==> src/rtl/alu_pkg.sv <==
// Shared widths, opcode constants and the command record for the alu dispatch stage.
package alu_pkg;
  localparam int WORD_W = 32;
  localparam int OP_W   = 3;

  typedef logic [WORD_W-1:0] word_t;
  typedef logic [OP_W-1:0]   op_t;

  // Only ADD is named here; the dispatcher forwards every opcode untouched.
  localparam op_t OP_ADD = 3'b000;

  typedef struct packed {
    word_t a;
    word_t b;
    op_t   op;
  } cmd_t;

  localparam int CMD_W = $bits(cmd_t);
endpackage

==> src/rtl/alu_dispatch_if.sv <==
// Command and result valid/ready channels of alu_dispatch.
// Tag signals exist only when ALU_DISPATCH_TAG_EN is defined.
interface alu_dispatch_if
`ifdef ALU_DISPATCH_TAG_EN
  #(parameter int TAG_W = 4)
`endif
  ;
  import alu_pkg::*;

  logic  in_valid;
  logic  in_ready;
  word_t in_a;
  word_t in_b;
  op_t   in_op;
  logic  out_valid;
  logic  out_ready;
  word_t out_data;
`ifdef ALU_DISPATCH_TAG_EN
  logic [TAG_W-1:0] in_tag;
  logic [TAG_W-1:0] out_tag;

  modport master (output in_valid, in_a, in_b, in_op, in_tag, out_ready,
                  input  in_ready, out_valid, out_data, out_tag);
  modport slave  (input  in_valid, in_a, in_b, in_op, in_tag, out_ready,
                  output in_ready, out_valid, out_data, out_tag);
`else
  modport master (output in_valid, in_a, in_b, in_op, out_ready,
                  input  in_ready, out_valid, out_data);
  modport slave  (input  in_valid, in_a, in_b, in_op, out_ready,
                  output in_ready, out_valid, out_data);
`endif
endinterface

==> src/rtl/alu_dispatch_fifo.sv <==
// Show-ahead synchronous FIFO with occupancy count; head reads as zero while empty.
module alu_dispatch_fifo #(
  parameter int W     = 8,
  parameter int DEPTH = 4
) (
  input  logic                         clk,
  input  logic                         rst,
  input  logic                         wr_en_i,
  input  logic [W-1:0]                 wr_data_i,
  input  logic                         rd_en_i,
  output logic [W-1:0]                 rd_data_o,
  output logic                         full_o,
  output logic                         empty_o,
  output logic [$clog2(DEPTH+1)-1:0]   count_o
);
  localparam int CNT_W = $clog2(DEPTH + 1);
  localparam int PTR_W = (DEPTH > 1) ? $clog2(DEPTH) : 1;

  logic [W-1:0]     mem_q [DEPTH];
  logic [PTR_W-1:0] wr_ptr_q, wr_ptr_d, rd_ptr_q, rd_ptr_d;
  logic [CNT_W-1:0] count_q, count_d;
  logic             do_wr, do_rd;

  // Wrap explicitly so depths that are not a power of two work too.
  function automatic logic [PTR_W-1:0] ptr_inc(input logic [PTR_W-1:0] p);
    return (int'(p) == DEPTH - 1) ? '0 : p + 1'b1;
  endfunction

  assign empty_o   = (count_q == '0);
  assign full_o    = (count_q == CNT_W'(DEPTH));
  assign count_o   = count_q;
  assign do_wr     = wr_en_i && !full_o;
  assign do_rd     = rd_en_i && !empty_o;
  assign rd_data_o = empty_o ? '0 : mem_q[rd_ptr_q];

  always_comb begin
    wr_ptr_d = do_wr ? ptr_inc(wr_ptr_q) : wr_ptr_q;
    rd_ptr_d = do_rd ? ptr_inc(rd_ptr_q) : rd_ptr_q;
    count_d  = count_q + CNT_W'(do_wr) - CNT_W'(do_rd);
  end

  always_ff @(posedge clk) begin
    if (rst) begin
      wr_ptr_q <= '0;
      rd_ptr_q <= '0;
      count_q  <= '0;
    end else begin
      wr_ptr_q <= wr_ptr_d;
      rd_ptr_q <= rd_ptr_d;
      count_q  <= count_d;
    end
  end

  always_ff @(posedge clk) begin
    if (do_wr) mem_q[wr_ptr_q] <= wr_data_i;
  end
endmodule

==> src/rtl/alu_dispatch.sv <==
// Issue/return wrapper around the fixed-latency, non-stallable alu core.
// Define ALU_DISPATCH_TAG_EN to carry a per-command tag through to the result.
module alu_dispatch
  import alu_pkg::*;
#(
  parameter int CDEPTH  = 4,
  parameter int RDEPTH  = 4,
  parameter int ALU_LAT = 2,
  parameter int TAG_W   = 4
) (
  input  logic          clk,
  input  logic          rst,
  alu_dispatch_if.slave bus,
  output word_t         alu_a,
  output word_t         alu_b,
  output op_t           alu_op,
  input  word_t         alu_o
);
  localparam int CCNT_W = $clog2(CDEPTH + 1);
  localparam int RCNT_W = $clog2(RDEPTH + 1);
  localparam int INF_W  = $clog2(ALU_LAT + 1);
`ifdef ALU_DISPATCH_TAG_EN
  localparam int CE_W = CMD_W + TAG_W;
  localparam int RE_W = WORD_W + TAG_W;
`else
  localparam int CE_W = CMD_W;
  localparam int RE_W = WORD_W;
`endif
  localparam cmd_t ALU_RST = '{a: '0, b: '0, op: OP_ADD};

  logic [CE_W-1:0]    cmd_wr, cmd_rd;
  logic               cmd_full, cmd_empty, cmd_push;
  logic [CCNT_W-1:0]  cmd_count;
  logic [RE_W-1:0]    res_wr, res_rd;
  logic               res_full, res_empty, res_pop;
  logic [RCNT_W-1:0]  res_count;
  cmd_t               cmd_head, alu_q, alu_d;
  logic               issue, capture;
  logic [ALU_LAT-1:0] vpipe_q, vpipe_d;
  logic [INF_W-1:0]   inflight_q, inflight_d;
  logic               unused_ok;

  assign bus.in_ready = !cmd_full && !rst;
  assign cmd_push     = bus.in_valid && bus.in_ready;
  assign cmd_head     = cmd_rd[CMD_W-1:0];

  // Credit check uses pre-edge counts, so every in-flight op owns a result slot.
  assign issue      = !cmd_empty && (int'(inflight_q) + int'(res_count) < RDEPTH);
  assign capture    = vpipe_q[ALU_LAT-1];
  assign inflight_d = inflight_q + INF_W'(issue) - INF_W'(capture);
  assign alu_d      = issue ? cmd_head : alu_q;

  assign vpipe_d[0] = issue;
  for (genvar gi = 1; gi < ALU_LAT; gi++) begin : g_vpipe
    assign vpipe_d[gi] = vpipe_q[gi-1];
  end

  always_ff @(posedge clk) begin
    if (rst) begin
      vpipe_q    <= '0;
      inflight_q <= '0;
      alu_q      <= ALU_RST;
    end else begin
      vpipe_q    <= vpipe_d;
      inflight_q <= inflight_d;
      alu_q      <= alu_d;
    end
  end

  assign alu_a  = alu_q.a;
  assign alu_b  = alu_q.b;
  assign alu_op = alu_q.op;

`ifdef ALU_DISPATCH_TAG_EN
  logic [ALU_LAT-1:0][TAG_W-1:0] tpipe_q, tpipe_d;

  assign cmd_wr     = {bus.in_tag, bus.in_a, bus.in_b, bus.in_op};
  assign tpipe_d[0] = cmd_rd[CMD_W +: TAG_W];
  for (genvar gi = 1; gi < ALU_LAT; gi++) begin : g_tpipe
    assign tpipe_d[gi] = tpipe_q[gi-1];
  end

  always_ff @(posedge clk) begin
    if (rst) tpipe_q <= '0;
    else     tpipe_q <= tpipe_d;
  end

  assign res_wr      = {tpipe_q[ALU_LAT-1], alu_o};
  assign bus.out_tag = res_rd[WORD_W +: TAG_W];
`else
  assign cmd_wr = {bus.in_a, bus.in_b, bus.in_op};
  assign res_wr = alu_o;
`endif

  assign res_pop       = bus.out_valid && bus.out_ready;
  assign bus.out_valid = !res_empty;
  assign bus.out_data  = res_rd[WORD_W-1:0];

  alu_dispatch_fifo #(.W(CE_W), .DEPTH(CDEPTH)) u_cmd_fifo (
    .clk       (clk),
    .rst       (rst),
    .wr_en_i   (cmd_push),
    .wr_data_i (cmd_wr),
    .rd_en_i   (issue),
    .rd_data_o (cmd_rd),
    .full_o    (cmd_full),
    .empty_o   (cmd_empty),
    .count_o   (cmd_count)
  );

  alu_dispatch_fifo #(.W(RE_W), .DEPTH(RDEPTH)) u_res_fifo (
    .clk       (clk),
    .rst       (rst),
    .wr_en_i   (capture),
    .wr_data_i (res_wr),
    .rd_en_i   (res_pop),
    .rd_data_o (res_rd),
    .full_o    (res_full),
    .empty_o   (res_empty),
    .count_o   (res_count)
  );

  assign unused_ok = ^{cmd_count, res_full, (TAG_W > 0)};
endmodule
==> src/flat_wrapper.sv <==
// flat-port wrapper written by rule: the top's interface ports become plain ports
module alu_dispatch_flat import alu_pkg::*;
#(
  parameter int CDEPTH  = 4,
  parameter int RDEPTH  = 4,
  parameter int ALU_LAT = 2,
  parameter int TAG_W   = 4
)
  (clk, rst, alu_a, alu_b, alu_op, alu_o, bus_in_valid, bus_in_a, bus_in_b, bus_in_op, bus_out_ready, bus_in_ready, bus_out_valid, bus_out_data);
  alu_dispatch_if bus_i ();
  input  logic clk;
  input  logic rst;
  output word_t alu_a;
  output word_t alu_b;
  output op_t alu_op;
  input  word_t alu_o;
  input wire logic [$bits(bus_i.in_valid)-1:0] bus_in_valid;
  input wire logic [$bits(bus_i.in_a)-1:0] bus_in_a;
  input wire logic [$bits(bus_i.in_b)-1:0] bus_in_b;
  input wire logic [$bits(bus_i.in_op)-1:0] bus_in_op;
  input wire logic [$bits(bus_i.out_ready)-1:0] bus_out_ready;
  output wire logic [$bits(bus_i.in_ready)-1:0] bus_in_ready;
  output wire logic [$bits(bus_i.out_valid)-1:0] bus_out_valid;
  output wire logic [$bits(bus_i.out_data)-1:0] bus_out_data;
  assign bus_i.in_valid = bus_in_valid;
  assign bus_i.in_a = bus_in_a;
  assign bus_i.in_b = bus_in_b;
  assign bus_i.in_op = bus_in_op;
  assign bus_i.out_ready = bus_out_ready;
  assign bus_in_ready = bus_i.in_ready;
  assign bus_out_valid = bus_i.out_valid;
  assign bus_out_data = bus_i.out_data;
  alu_dispatch #(.CDEPTH(CDEPTH), .RDEPTH(RDEPTH), .ALU_LAT(ALU_LAT), .TAG_W(TAG_W)) u_core (.clk(clk), .rst(rst), .bus(bus_i), .alu_a(alu_a), .alu_b(alu_b), .alu_op(alu_op), .alu_o(alu_o));
endmodule
==> config.mk <==
export PLATFORM = sky130hd
export DESIGN_NAME = alu_dispatch_flat
export DESIGN_NICKNAME = d
export VERILOG_FILES = /design/src/rtl/alu_pkg.sv /design/src/rtl/alu_dispatch_if.sv /design/src/rtl/alu_dispatch_fifo.sv /design/src/rtl/alu_dispatch.sv /design/src/flat_wrapper.sv
export SDC_FILE = /design/constraint.sdc
export NUM_CORES = 1
export LEC_CHECK = 0
export ABC_AREA = 0
export BUFFER_PORTS_ARGS = -buffer_cell sky130_fd_sc_hd__buf_2
export CORE_UTILIZATION = 50
export CTS_CLUSTER_SIZE = 40
export DETAILED_ROUTE_END_ITERATION = 16
export GPL_TIMING_DRIVEN = 0
export PLACE_DENSITY = 0.7
export SLEW_MARGIN = 20
export SYNTH_ARGS = -nofsm -noshare
export SYNTH_HDL_FRONTEND = slang
export SYNTH_HIERARCHICAL = 1
export SYNTH_SLANG_ARGS = --single-unit
==> constraint.sdc <==
create_clock -name clk -period 8.2 [get_ports clk]
set_clock_uncertainty 0.1 [all_clocks]
set_input_delay 2.05 -clock clk [delete_from_list [all_inputs] [get_ports clk]]
set_output_delay 2.05 -clock clk [all_outputs]
set_load 0.005 [all_outputs]
==> results.toml, run 1 <==
[global_routing]
met1_usage_pct = 24.9
grt_pass1_wl_um = 58000
antenna_found_initial = 6
grt_max_degree = 43
grt_use_met3_pct = 4.85
grt_pass1_vias = 10100
gr-total-overflow = 0
grt_use_met2_pct = 34.6
grt.total_usage_pct = 20.0
busiest_layer = "met2"

[worst_setup_path]
slowest_delay_ns = 0.45
cp_num_buf_inv = 4
crit_chain = "buf_2 > clkbuf_1 > clkbuf_1 > nor2_1 > buf_2"
worstSetupEndpointType = "output pin"
cp-start-kind = "primary input"
path_delay_family = "buffers and inverters"
criticalPathCategory = "in -> out"
r2r_cells = 14
slowest_stage = "clkbuf_1"
ff2ff_setup_slack_ns = 4.74
critPathMaxFanout = 20
worstPathRequired_ns = 6.05
r2r_start = "u_core/u_cmd_fifo/count_o[1]"
cp.arrival_ns = 3.63
r2r_end = "u_core/u_cmd_fifo/count_o[2]"

[route]
dr_total_vias = 9690
first_iter_violations = 568
final_antenna_net_count = 0
wirelength_um = 37800
drcViolationCount = 0
wire_per_inst_um = 20.4
avgViaCountPerCell = 5.23
dr.pass1.iters = 5

[sta]
finalSetupTns_ns = 0
min_period_over_period_pct = 70.5
finalSetupViolCount = 0
hold_viol_final = 0
fmax_mhz = 173
tightest_slew_ns = 0.936
drv_slew = 0
rsz0062_at_grt = "no"
layout_min_cycle_time_ns = 5.78
max_slew_margin_pct = 37.1

[yosys]
syn_avg_cell_area_um2 = 18.5
syn_nets = 1159
synth_area_um2 = 19200
synthCells = 1037
synth-warning-count = 6

[cts]
cts_tree = "built"
post-cts-setup-buffers = 0
clock_sinks = 485
clk_latency_ns = 0.57
cts.repair.resized = 0
ctsHtreeMaxLevel = 2
cts_hold_buf = 0
cts_root_buf = "clkbuf_16"
clkTransAtPathRegs_ns = 0.06
clock_path_buffers = 3
cts_made_buffers = 49

[run]
drv_cap = 0

[layout]
nFillCells = 2869
multi_input_area_um2 = 5050
syn_to_final_growth_pct = 17.9
drive_gt1_share_pct = 32.3
seq_area_um2 = 13700
fin_nets = 1421

[worst_hold_path]
hold_end = "u_core/alu_a[29]"
hold_depth = 2
hold_class = "reg -> reg"
worstHoldStart = "u_core/alu_a[29]"

[floorplan]
die_x_um = 198
start_util_pct = 50.9
ioPinCount = 204
fp.dieArea_um2 = 39100
die_h_um = 198
fp.coreArea_um2 = 37700
rows = 71

[pwr]
total_power_mw = 7.09
p_per_area_nw_per_um2 = 314
ir_drop_v = 0.000231
power.leakage_nw = 7.96

[placed_design]
port_buffers = 203
place_congestion = 0.701
dpl.hpwl_um = 24400

[status]
status = "complete, no violations"
==> flip-flops by register name (all words and copies together), names as in the netlist, 3 cells and up, named ones only <==
register                   cells
u_core/u_cmd_fifo/mem_q      268
u_core/u_res_fifo/mem_q      128
u_core/alu_a                  32
u_core/alu_b                  32
u_core/alu_op                  3
u_core/u_cmd_fifo/count_o      3
u_core/u_res_fifo/count_o      3
==> layout by cell type (no fill, tap or decap), types with 5 or more instances in the layout <==
| cell type | instances |
|---|---|
| buf_12 | 8 |
| buf_16 | 5 |
| buf_2 | 215 |
| buf_4 | 9 |
| clkbuf_1 | 37 |
| clkbuf_16 | 51 |
| clkbuf_8 | 6 |
| clkinv_2 | 12 |
| dfxtp_1 | 89 |
| edfxtp_1 | 396 |
| ha_1 | 17 |
| inv_1 | 17 |
| mux2i_1 | 69 |
| mux4_2 | 99 |
| nand2b_1 | 134 |
| nor2_1 | 6 |
| nor2b_1 | 104 |
| xnor2_1 | 5 |
==> how the worst max path moves through the flow <==
stage | endpoint | depth (start not counted) | start
after global placement | u_core/u_cmd_fifo/mem_q[1][23] | 6 | rst
after CTS | bus_in_ready | 5 | rst
final | bus_in_ready | 5 | rst
after floorplan | u_core/u_cmd_fifo/mem_q[0][0] | 5 | rst
after global routing | bus_in_ready | 5 | rst
after detailed placement | bus_in_ready | 5 | rst
==> metrics by stage <==
step	instance area [um2]	instances	setup slack [ns]	hold WS, ns	util [%]
2_1_floorplan	19200	1037	3.27	0.314	-
3_3_place_gp	20800	1751	1.12	0.356	55.2
3_5_place_dp	21000	1759	2.40	0.355	55.8
4_1_cts	22600	1850	2.38	0.371	59.9
5_1_grt	22600	1850	2.29	0.385	59.9
6_report	22600	1853	2.42	0.368	60.0
==> power breakdown <==
group	switching, mW	total [mW]	leakage, nW	internal (mW)
Sequential	0.105	3.01	4.31	2.91
Combinational	0.998	1.95	2.88	0.951
Clock	0.896	2.13	0.766	1.23
Total	2.00	7.09	7.96	5.09
==> per-layer routing <==
metal  part of all wire (%)  wire (um)
met4                    1.8        667
met3                    6.6       2500
met2                     51      19100
met5                   0.22         83
met1                     41      15400
==> area by class of cell <==
cell class                      instances  share of cell area, %
Antenna cell                            3                 0.0332
Clock buffer                           72                   6.26
Timing Repair Buffer                  211                   5.37
Tap cell                              511                   2.83
Buffer                                 57                   1.71
Sequential cell                       485                   60.5
Clock inverter                         19                  0.593
Multi-Input combinational cell        477                   22.4
Inverter                               18                  0.299
==> worst min-delay path, stage by stage (launching register included) <==
cell      delay, ns
dfxtp_1        0.31
nand2b_1       0.06
mux2i_1        0.05
Note: power is estimated with default switching activity, not from simulation.
==> run 2: changes to the inputs <==
--- a/config.mk
+++ b/config.mk
@@ -11,7 +11,7 @@
 export CTS_CLUSTER_SIZE = 40
 export DETAILED_ROUTE_END_ITERATION = 16
 export GPL_TIMING_DRIVEN = 0
-export PLACE_DENSITY = 0.7
+export PLACE_DENSITY = 0.72
 export SLEW_MARGIN = 20
 export SYNTH_ARGS = -nofsm -noshare
 export SYNTH_HDL_FRONTEND = slang
==> constraint.sdc (replaced) <==
create_clock -name clk -period 4.8 [get_ports clk]
set_clock_uncertainty 0.1 [all_clocks]
set_input_delay 1.2 -clock clk [delete_from_list [all_inputs] [get_ports clk]]
set_output_delay 1.2 -clock clk [all_outputs]
set_load 0.005 [all_outputs]
==> results.toml, run 2 (synthesized netlist as in run 1, its figures left out) <==
[layout]
finalNonFillerCells = 1847
reg_top3 = "u_core/u_cmd_fifo/mem_q x268, u_core/u_res_fifo/mem_q x128"
final_cell_mix = "edfxtp_1, buf_2, nand2b_1, nor2b_1, mux4_2"
final_common_cell = "edfxtp_1"
fin_nets = 1420
final_area_um2 = 22600
drive_gt1_share_pct = 32.2
syn_to_final_growth_pct = 17.9
largest_reg_flops = 268
top_register = "u_core/u_cmd_fifo/mem_q"

[cts]
clkTransAtPathRegs_ns = 0.06
post-cts-setup-buffers = 0
cts_hold_buf = 0
cts_tree = "built"
clock_sinks = 485
clock_path_buffers = 3
cts_root_buf = "clkbuf_16"
clk_latency_ns = 0.57
ctsHtreeMaxLevel = 2
cts.repair.resized = 0
cts_made_buffers = 48

[worst_hold_path]
worstHoldStart = "u_core/vpipe_q[0]"
hold_class = "reg -> reg"

[pwr]
ir_drop_v = 0.000425
swShare_pct = 27.8
p_seq_share_pct = 42.5
p_sw_mw = 3.37
intPower_mw = 8.75
total_power_mw = 12.1
power.leakage_nw = 7.96
share_comb_of_total_power_pct = 27.4
p_per_area_nw_per_um2 = 537
pwr-share-clk_pct = 30.1

[sta]
layout_min_cycle_time_ns = 3.97
fmax_mhz = 252
drv_slew = 0
tightest_slew_ns = 0.887
setup_ws_ns = 0.827
rsz0062_at_grt = "no"
min_period_over_period_pct = 82.8
max_slew_margin_pct = 40.4
hold_viol_final = 0
finalSetupViolCount = 0

[route]
routed.top_layer = "met5"
met3_wirelength_um = 2500
wl_met2_um = 18900
wire_per_inst_um = 20.1
drcViolationCount = 0
dr_total_vias = 9670
wl_met1_um = 15000
final_antenna_net_count = 0
wirelength_um = 37200
avgViaCountPerCell = 5.24
dr.pass1.iters = 4
first_iter_violations = 427

[global_routing]
grt_pass1_wl_um = 56800
gr-total-overflow = 0
grt_max_degree = 43
grt_pass1_vias = 10000
grt.total_usage_pct = 19.5
antenna_found_initial = 8

[placed_design]
placed_cells = 1759
place_area_um2 = 21000
dpl.hpwl_um = 24200
port_buffers = 203
place_congestion = 0.709
pre_cts_ws_ns = 0.356

[floorplan]
fp.coreArea_um2 = 37700
start_util_pct = 50.9
ioPinCount = 204
die_x_um = 198
fp.dieArea_um2 = 39100
die_h_um = 198
rows = 71

[worst_setup_path]
slowest_delay_ns = 0.42
cp.arrival_ns = 2.67
critPathMaxFanout = 20
cp-start-kind = "primary input"
worstPathRequired_ns = 3.50
crit_start = "rst"
slowest_stage = "clkbuf_1"
r2r_start = "u_core/u_cmd_fifo/count_o[1]"
crit_chain = "buf_2 > clkbuf_1 > clkbuf_1 > nor2_1 > buf_2"
criticalPathCategory = "in -> out"
worstSetupEndpointType = "output pin"

[status]
status = "complete, no violations"

[run]
drv_cap = 0
## run 2: changes by cell type in the layout (fill, tap and decap cells not counted), sizes merged
| cell | change |
|---|---|
| clkinv | -4 |
| diode | -1 |
| clkbuf | -4 |
| bufinv | +2 |
| inv | +1 |
## run 2: per-stage QoR
step           TNS (ns)  hold slack (ns)  util, %
2_1_floorplan         0            0.314        -
3_3_place_gp    -322.55            0.323     55.2
3_5_place_dp          0            0.326     55.9
4_1_cts               0            0.341     60.0
5_1_grt               0            0.359     60.0
6_report              0            0.338     60.0
## run 2: final timing paths
check             cells after the start  slack [ns]                            to
hold reg to reg                       1        0.34             u_core/vpipe_q[1]
hold / removal                        1        0.34             u_core/vpipe_q[1]
setup reg to reg                     14        1.34  u_core/u_cmd_fifo/count_o[2]
setup / recovery                      5        0.83                  bus_in_ready
## run 2: final cells by class
type	instances	area [um2]
Buffer	57	387
Clock buffer	68	1380
Multi-Input combinational cell	477	5050
Timing Repair Buffer	211	1220
Tap cell	511	639
Sequential cell	485	13700
Clock inverter	18	169
Fill cell	2847	15100
Antenna cell	2	5.00
Inverter	18	67.6
## run 2: critical path, delay by kind of cell
kind	cells	cell delay, ns
buf+inv	4	1.36
simple gates	1	0.11
## run 2: layer usage
metal / up-vias / GRT usage [%]
met5: - / 0
met4: 12 / 6.17
met3: 60 / 5.40
met2: 236 / 33.5
met1: 4914 / 23.8
li1: 4448 / -
## run 2: power groups by stage
stage | combinational, mW | clock, mW | sequential [mW]
CTS | 3.40 | 3.74 | 5.16
finish | 3.32 | 3.64 | 5.15
global placement | 3.28 | 0 | 5.25
global route | 3.64 | 3.88 | 5.19
detailed placement | 3.39 | 0 | 5.24
floorplan | 2.31 | 0 | 5.22
==> run 3: changes to the inputs <==
--- a/config.mk
+++ b/config.mk
@@ -11,7 +11,7 @@
 export CTS_CLUSTER_SIZE = 40
 export DETAILED_ROUTE_END_ITERATION = 16
 export GPL_TIMING_DRIVEN = 0
-export PLACE_DENSITY = 0.72
+export PLACE_DENSITY = 0.7
 export SLEW_MARGIN = 20
 export SYNTH_ARGS = -nofsm -noshare
 export SYNTH_HDL_FRONTEND = slang
==> constraint.sdc (replaced) <==
create_clock -name clk -period 3.7 [get_ports clk]
set_clock_uncertainty 0.1 [all_clocks]
set_input_delay 0.925 -clock clk [delete_from_list [all_inputs] [get_ports clk]]
set_output_delay 0.925 -clock clk [all_outputs]
set_load 0.005 [all_outputs]
==> results.toml, run 3 (synthesized netlist as in run 1, its figures left out) <==
[worst_setup_path]
crit_chain = "nor3_2 > buf_2 > nor4_2 > buf_4 > buf_4 > o31ai_1 > inv_1 > ha_1 > inv_1 > ha_1 > fa_1 > xnor2_1 > xnor2_1 > nor2_1"
slowest_stage = "nor3_2"
worstPathRequired_ns = 4.04
cp-start-kind = "register"
crit_start = "u_core/u_cmd_fifo/count_o[1]"
r2r_end = "u_core/u_cmd_fifo/count_o[2]"
r2r_cells = 14
r2r_start = "u_core/u_cmd_fifo/count_o[1]"
criticalPathCategory = "reg -> reg"
critPathMaxFanout = 11
ff2ff_setup_slack_ns = 0.24
slowest_delay_ns = 0.41
cp.arrival_ns = 3.80
worstSetupEndpointType = "register"

[sta]
fmax_mhz = 289
finalSetupViolCount = 0
drv_slew = 0
hold_viol_final = 0
tightest_slew_ns = 0.741
layout_min_cycle_time_ns = 3.46
rsz0062_at_grt = "no"
min_period_over_period_pct = 93.5
max_slew_margin_pct = 50.6

[route]
wirelength_um = 36500
avgViaCountPerCell = 5.20
drcViolationCount = 0
final_antenna_net_count = 0
dr.pass1.iters = 4
first_iter_violations = 399
wire_per_inst_um = 19.7
dr_total_vias = 9625

[cts]
post-cts-setup-buffers = 0
clk_latency_ns = 0.57
cts_tree = "built"
ctsHtreeMaxLevel = 2
cts_made_buffers = 49
clock_sinks = 485
clkTransAtPathRegs_ns = 0.06
cts_root_buf = "clkbuf_16"
clock_path_buffers = 3
cts_hold_buf = 0

[floorplan]
die_h_um = 198
fp.coreArea_um2 = 37700
ioPinCount = 204
rows = 71
start_util_pct = 50.9
fp.dieArea_um2 = 39100
die_x_um = 198

[placed_design]
dpl.hpwl_um = 23800
port_buffers = 203
place_congestion = 0.734

[global_routing]
grt_max_degree = 41
grt_pass1_wl_um = 56500
grt.total_usage_pct = 19.3
gr-total-overflow = 0
grt_pass1_vias = 10100
antenna_found_initial = 7

[worst_hold_path]
worstHoldStart = "u_core/vpipe_q[0]"
hold_end = "u_core/vpipe_q[1]"
hold_depth = 1
hold_class = "reg -> reg"

[layout]
final_util_pct = 60.1
syn_to_final_growth_pct = 18.1
final_cell_mix = "edfxtp_1, buf_2, nand2b_1, nor2b_1, mux4_2"
fin_nets = 1420
drive_gt1_share_pct = 32.5
largest_reg_flops = 268
final_common_cell = "edfxtp_1"
reg_top3 = "u_core/u_cmd_fifo/mem_q x268, u_core/u_res_fifo/mem_q x128"
top_register = "u_core/u_cmd_fifo/mem_q"

[pwr]
p_per_area_nw_per_um2 = 697
power.leakage_nw = 7.97
total_power_mw = 15.8
ir_drop_v = 0.000470

[status]
status = "complete, no violations"

[run]
drv_cap = 0
-- run 3: power by group --
part / internal, mW / switching, mW / total [mW] / leakage, nW
clock: 2.84 / 1.97 / 4.81 / 0.777
combinational: 2.11 / 2.16 / 4.27 / 2.89
sequential: 6.44 / 0.255 / 6.70 / 4.31
total: 11.4 / 4.39 / 15.8 / 7.97
-- run 3: layout make-up --
type / instances / area [um2]
Antenna cell: 3 / 7.51
Buffer: 56 / 384
Clock buffer: 72 / 1400
Clock inverter: 19 / 183
Fill cell: 2855 / 15000
Inverter: 18 / 67.6
Multi-Input combinational cell: 477 / 5060
Sequential cell: 485 / 13700
Tap cell: 511 / 639
Timing Repair Buffer: 211 / 1210
-- run 3: routing by layer --
metal / GRT usage (%) / vias to the layer above / wire, um / part of all wire, %
met1: 24.2 / 4822 / 15100 / 42
li1: - / 4466 / - / -
met5: 0 / - / 61 / 0.17
met4: 6.72 / 10 / 895 / 2.5
met3: 4.82 / 75 / 2150 / 5.9
met2: 32.7 / 252 / 18200 / 50
-- run 3: worst max-delay path by stage --
stage,to
after floorplan,u_core/u_cmd_fifo/count_o[2]
after global placement,u_core/u_cmd_fifo/mem_q[3][21]
after detailed placement,u_core/u_cmd_fifo/count_o[2]
after CTS,bus_out_data[2]
after global routing,u_core/u_cmd_fifo/count_o[2]
final,u_core/u_cmd_fifo/count_o[2]
-- run 3: repair_timing --
action | in CTS | in global routing
endpoints found under the setup margin | 1 | 15
hold endpoints to repair | 0 | 0
gates resized for setup | 1 | 1
-- run 3: metrics by stage --
| step | setup TNS, ns | hold WS [ns] | setup WS [ns] | instances | instance area, um2 |
|---|---|---|---|---|---|
| 6_report | 0 | 0.365 | 0.239 | 1852 | 22600 |
| 5_1_grt | 0 | 0.368 | 0.0154 | 1851 | 22600 |
| 4_1_cts | 0 | 0.365 | 0.0378 | 1850 | 22600 |
| 3_5_place_dp | -21.81 | 0.353 | -0.618 | 1759 | 21000 |
| 3_3_place_gp | -223.84 | 0.348 | -0.847 | 1751 | 20800 |
| 2_1_floorplan | 0 | 0.314 | 0.483 | 1037 | 19200 |
-- run 3: critical path, delay by kind of cell, from the launching register on --
kind                       cells  cell delay, ns
adders and majority gates      3            0.86
xor gates and xnor gates       2            0.35
buffers and inverters          5            0.95
DFF                            1            0.36
AOI/OAI and AO/OA              1            0.18
and+or+nand+nor                3            0.54
